### config.mk
export PLATFORM = sky130hd
export DESIGN_NAME = regfile_sb
export DESIGN_NICKNAME = d
export VERILOG_FILES = /design/src/rtl/regfile_sb.sv
export SDC_FILE = /design/constraint.sdc
export NUM_CORES = 2
export LEC_CHECK = 0
export ABC_AREA = 0
export CAP_MARGIN = 30
export CORE_MARGIN = 2
export CORE_UTILIZATION = 50
export CTS_BUF_LIST = sky130_fd_sc_hd__clkbuf_2
export DETAILED_ROUTE_END_ITERATION = 7
export PLACE_DENSITY_LB_ADDON = 0.25
export SYNTH_ARGS = -nofsm -noshare
export SYNTH_HDL_FRONTEND = slang
export SYNTH_SLANG_ARGS = --single-unit
### constraint.sdc
create_clock -name clk -period 37.3 [get_ports clk]
set_clock_uncertainty 0.05 [all_clocks]
set_input_delay 9.325 -clock clk [delete_from_list [all_inputs] [get_ports clk]]
set_output_delay 9.325 -clock clk [all_outputs]
set_load 0.05 [all_outputs]
### src/rtl/regfile_sb.sv
// Multi-read, dual-write register file with same-cycle writeback forwarding
// and a per-register scoreboard of in-flight producers.
module regfile_sb #(
    parameter int AWidth  = 5,
    parameter int DWidth  = 32,
    parameter int NRead   = 2,
    parameter int ZeroReg = 1
) (
    input  logic                    clk,
    input  logic                    rst,
    input  logic [NRead*AWidth-1:0] ra,
    output logic [NRead*DWidth-1:0] rd,
    output logic [NRead-1:0]        rbusy,
    input  logic                    we0,
    input  logic [AWidth-1:0]       wa0,
    input  logic [DWidth-1:0]       wd0,
    input  logic                    we1,
    input  logic [AWidth-1:0]       wa1,
    input  logic [DWidth-1:0]       wd1,
    input  logic                    iss,
    input  logic [AWidth-1:0]       iss_wa,
    input  logic [AWidth-1:0]       dbg_ra,
    output logic [DWidth-1:0]       dbg_rd,
    output logic [AWidth:0]         busy_cnt
);

    localparam int NRegs = 1 << AWidth;
    localparam bit HasZero = (ZeroReg != 0);
    localparam logic [NRegs-1:0] OneHot0 = {{(NRegs-1){1'b0}}, 1'b1};

    logic [DWidth-1:0] mem_q [NRegs];
    logic [DWidth-1:0] mem_d [NRegs];
    logic [NRegs-1:0]  busy_q;
    logic [NRegs-1:0]  busy_d;

    logic [NRegs-1:0]  wr0_dec;
    logic [NRegs-1:0]  wr1_dec;
    logic [NRegs-1:0]  iss_dec;
    logic [NRegs-1:0]  keep_mask;
    logic [AWidth:0]   cnt;

    always_comb begin
        wr0_dec   = we0 ? (OneHot0 << wa0) : '0;
        wr1_dec   = we1 ? (OneHot0 << wa1) : '0;
        iss_dec   = iss ? (OneHot0 << iss_wa) : '0;
        keep_mask = HasZero ? ~OneHot0 : '1;
    end

    // Port 1 overrides port 0 on a shared target; issue overrides writeback clear.
    always_comb begin
        mem_d = mem_q;
        for (int r = 0; r < NRegs; r++) begin
            if (wr1_dec[r] && keep_mask[r]) begin
                mem_d[r] = wd1;
            end else if (wr0_dec[r] && keep_mask[r]) begin
                mem_d[r] = wd0;
            end
        end
        busy_d = ((busy_q & ~(wr0_dec | wr1_dec)) | iss_dec) & keep_mask;
    end

    always_ff @(posedge clk or posedge rst) begin
        if (rst) begin
            for (int r = 0; r < NRegs; r++) begin
                mem_q[r] <= '0;
            end
            busy_q <= '0;
        end else begin
            for (int r = 0; r < NRegs; r++) begin
                mem_q[r] <= mem_d[r];
            end
            busy_q <= busy_d;
        end
    end

    for (genvar k = 0; k < NRead; k++) begin : g_read
        logic [AWidth-1:0] ra_k;
        logic [DWidth-1:0] rd_k;
        logic              hit0_k;
        logic              hit1_k;

        assign ra_k   = ra[k*AWidth +: AWidth];
        assign hit0_k = we0 && (wa0 == ra_k);
        assign hit1_k = we1 && (wa1 == ra_k);

        always_comb begin
            rd_k = mem_q[ra_k];
            if (hit0_k) begin
                rd_k = wd0;
            end
            if (hit1_k) begin
                rd_k = wd1;
            end
            if (HasZero && (ra_k == '0)) begin
                rd_k = '0;
            end
        end

        // A writeback in flight this cycle retires the producer the reader waits on.
        assign rd[k*DWidth +: DWidth] = rd_k;
        assign rbusy[k] = busy_q[ra_k] && !(hit0_k || hit1_k);
    end

    assign dbg_rd = (HasZero && (dbg_ra == '0)) ? '0 : mem_q[dbg_ra];

    always_comb begin
        cnt = '0;
        for (int r = 0; r < NRegs; r++) begin
            cnt = cnt + {{AWidth{1'b0}}, busy_q[r]};
        end
    end

    assign busy_cnt = cnt;

endmodule

==> results_dict.tcl <==
set metrics [dict create \
    totalWireLength_um 318000 \
    worst-r2r-cell-count 2 \
    report.final.slew_viol_count 0 \
    holdCritPathClass "reg2reg" \
    worst_setup_path_endpoint "rd[48]" \
    synthesis.nets 6972 \
    critical_path_arrival_ns 14.66 \
    tritoncts_num_sinks 1023 \
    pre_cts_ws_ns 13.48 \
    final_cell_mix "sky130_fd_sc_hd__mux2i_1, sky130_fd_sc_hd__dfrtp_1, sky130_fd_sc_hd__mux4_2" \
    hold_violations 0 \
    finalPower_mw 4.73 \
    synth_fa_ha_area_share_pct 0.740 \
    cts_tree "built" \
    area.growth.synth_to_final_pct 8.31 \
    post_drt_via_cell_ratio 7.33 \
    place_hpwl_um 180000 \
    post-synth-top-area-cell "sky130_fd_sc_hd__dfrtp_1" \
    leakagePower_nw 33.8 \
    cts_setup_buffers 0 \
    worst_r2r_startpoint "mem_q[182]" \
    timing.critical_path.required_ns 27.92 \
    setup.worst_path.class "in2out" \
    grt_overflow 0 \
    grt_start_max_net_pins 186 \
    regToRegEndpoint "mem_q[182]" \
    failed_checks "DRC" \
    routed-via-count 64800 \
    yosys_most_used_dff "sky130_fd_sc_hd__dfrtp_1" \
    floorplan.initialDensity_pct 50.2 \
    die_area_um2 151000 \
    vias_in_the_first_global_route 62000 \
    grt_first_pass_wirelength_um 453000 \
    grt_antenna_before_repair 22 \
    cts_root_buffer "sky130_fd_sc_hd__clkbuf_2" \
    post-route-cell-area_um2 80300 \
    pwr_density_nw_per_um2 58.9 \
    ctsResizeCount 0 \
    finalCoreUtilization_pct 54.4 \
    synth_seq_cells 1023 \
    ff2ff_setup_slack_ns 36.39 \
    final_common_cell "sky130_fd_sc_hd__mux2i_1" \
    core-area_um2 147000 \
    synth_top_family_by_area "multiplexers" \
    critical_path.max_fanout 108 \
    setup.worst_path.start_class "input pin" \
    globalRouteTotalUtil_pct 41.5 \
    die_width_um 389 \
    holdBufCountCts 0 \
    synthTopCellsByArea "sky130_fd_sc_hd__dfrtp_1, sky130_fd_sc_hd__mux4_2, sky130_fd_sc_hd__mux2i_1" \
    cp-end-kind "output port" \
    sequential_to_total_area_share_from_yosys_stat_pct 34.5 \
    yosysWarnings 0 \
    worst_skew_pair.late_latency_ns 1.74 \
    cap_viol_max_count 0 \
    wl_per_cell_um 35.9 \
    inserted_clock_buffers 300 \
    clk_pin_slew_worst_paths_ns 0.11 \
    io_buffers 202 \
    synth_simple_gate_area_share_pct 7.17 \
    grt_setup_unrepaired "no" \
    post_synth_xor_area_fraction_pct 0.272 \
    setup_total_negative_slack_ns 0 \
    row_count 141 \
    ioPinCount 203 \
    layout_min_cycle_time_ns 24.03 \
    synth_cell_type_count 59 \
    maximum_number_of_buffers_from_clock_root_to_sink 4 \
    final.period_utilization_pct 64.4 \
    synth-edff-count 0 \
    startpoint "ra[6]" \
    fp.dieH_um 389 \
    detail_route.drc_violations 5 \
    power.ir.vdd_worst_uv 423 \
    synth_top_area_share_pct 34.5 \
    post_synth.cell_area_avg_um2 10.8 \
    transition_at_the_pin_with_the_smallest_max_transition_slack_ns 1.24 \
    dpl_cell_area_um2 77400 \
    detailed_routing_iteration_count_for_the_pre_antenna_repair_pass 8 \
    detailedRoute.firstIterationViolations 10700 \
    globalplace.congestion 0.912 \
    run_status "finished with violations" \
    synthesis.instances 6843 \
    synth.area.mux_share_pct 39.7 \
    maxSlewHeadroom_pct 17.1 \
    synth_compound_area_share_pct 11.9 \
    num-nets-final 6833 \
    hold_path_startpoint "busy_q[14]" \
    maxClockFrequency_mhz 41.6 \
    ffs_w_async_s_r_synth_pct 100 \
    cts.htree.levels 5 \
    timing.final.ws_setup_ns 13.27 \
    layout_cells_sized_above_1_pct 23.6 \
    antenna_violating_nets_post_route 0 \
    setup-violations-final 0 \
    syn_area_um2 74100 \
]
-- final cells by class --
cell class              count  area (µm²)
fillers                 12700       67200
multi-input cells        4884       44900
flip-flops and latches   1023       25600
repair buffers            445        4760
well taps                1930        2410
clock buffers             434        2170
inverters                  50         191
clock inverters            50         190
diodes                     26        65.1
-- per-stage QoR --
stage / cells / hold WS [ns]
after global routing: 8825 / 0.540
after global placement: 8280 / 0.495
final: 8842 / 0.528
after CTS: 8797 / 0.522
after detailed placement: 8313 / 0.508
after floorplan: 6843 / 0.468
-- synthesized netlist by cell type, types with 8 or more instances --
cell and count:
sky130_fd_sc_hd__o31ai_1 39, sky130_fd_sc_hd__nor3b_1 8, sky130_fd_sc_hd__nand2b_1 13, sky130_fd_sc_hd__o31a_1 16, sky130_fd_sc_hd__nor2_1 677, sky130_fd_sc_hd__fa_1 23, sky130_fd_sc_hd__inv_1 49, sky130_fd_sc_hd__a22oi_1 64
sky130_fd_sc_hd__or2_2 20, sky130_fd_sc_hd__nand3_1 12, sky130_fd_sc_hd__nor2b_1 53, sky130_fd_sc_hd__o32ai_1 40, sky130_fd_sc_hd__buf_6 23, sky130_fd_sc_hd__a32oi_1 26, sky130_fd_sc_hd__a211oi_1 24, sky130_fd_sc_hd__nand2_1 475
sky130_fd_sc_hd__mux4_2 713, sky130_fd_sc_hd__o21ai_0 431, sky130_fd_sc_hd__o2bb2ai_1 19, sky130_fd_sc_hd__dfrtp_1 1023, sky130_fd_sc_hd__buf_1 89, sky130_fd_sc_hd__mux2i_1 1207, sky130_fd_sc_hd__o22ai_1 66, sky130_fd_sc_hd__mux2_2 112
sky130_fd_sc_hd__buf_4 73, sky130_fd_sc_hd__a21oi_1 621, sky130_fd_sc_hd__xnor2_1 18, sky130_fd_sc_hd__a22o_1 36, sky130_fd_sc_hd__buf_2 204, sky130_fd_sc_hd__a221oi_1 86, sky130_fd_sc_hd__clkbuf_1 494
-- registers in the layout, indices dropped and copies added (netlist names) --
register / flops
busy_q: 31
mem_q: 992
-- metal layers --
| layer | track usage, % | wire length, µm | up-vias |
|---|---|---|---|
| met5 | 0.478 | 303 | - |
| met1 | 53.2 | 110000 | 31800 |
| li1 | - | - | 25400 |
| met4 | 28.0 | 25300 | 28 |
| met2 | 55.7 | 127000 | 5953 |
| met3 | 19.2 | 54600 | 1577 |
-- where the power goes --
| group | internal [mW] | leakage, nW | switching [mW] |
|---|---|---|---|
| sequential | 1.41 | 12.3 | 0.324 |
| combinational | 0.996 | 19.6 | 1.16 |
| clock | 0.304 | 1.89 | 0.534 |
-- cells by family (layout without fill, tap and decap cells) --
logic type / Yosys count / count (layout)
flip-flops: 1023 / 1023
AO/OA/AOI/OAI: 1494 / 1494
other: 0 / 26
XOR/XNOR: 23 / 23
AND/OR/NAND/NOR: 1305 / 1305
adder cells (fa/ha/maj): 30 / 30
multiplexers: 2032 / 2032
buffers and inverters: 936 / 979
-- worst min-delay path by stage --
stage                            end  slack (ns)  cells past startpoint
after floorplan           busy_q[30]        0.47                      1
after global placement    mem_q[271]        0.49                      2
after detailed placement  busy_q[14]        0.51                      2
after CTS                 busy_q[14]        0.52                      2
after global routing      busy_q[14]        0.54                      2
final                     busy_q[14]        0.53                      2
-- worst max-delay path, stage by stage --
cell and delay (ns):
sky130_fd_sc_hd__buf_8 0.46, sky130_fd_sc_hd__buf_12 0.52, sky130_fd_sc_hd__or2_2 0.33, sky130_fd_sc_hd__nor4_4 0.04
sky130_fd_sc_hd__buf_4 0.44, sky130_fd_sc_hd__or3_2 0.58, sky130_fd_sc_hd__buf_4 0.42, sky130_fd_sc_hd__o32ai_1 1.04
sky130_fd_sc_hd__clkdlybuf4s50_1 0.99
(Power assumes the default switching activity.)
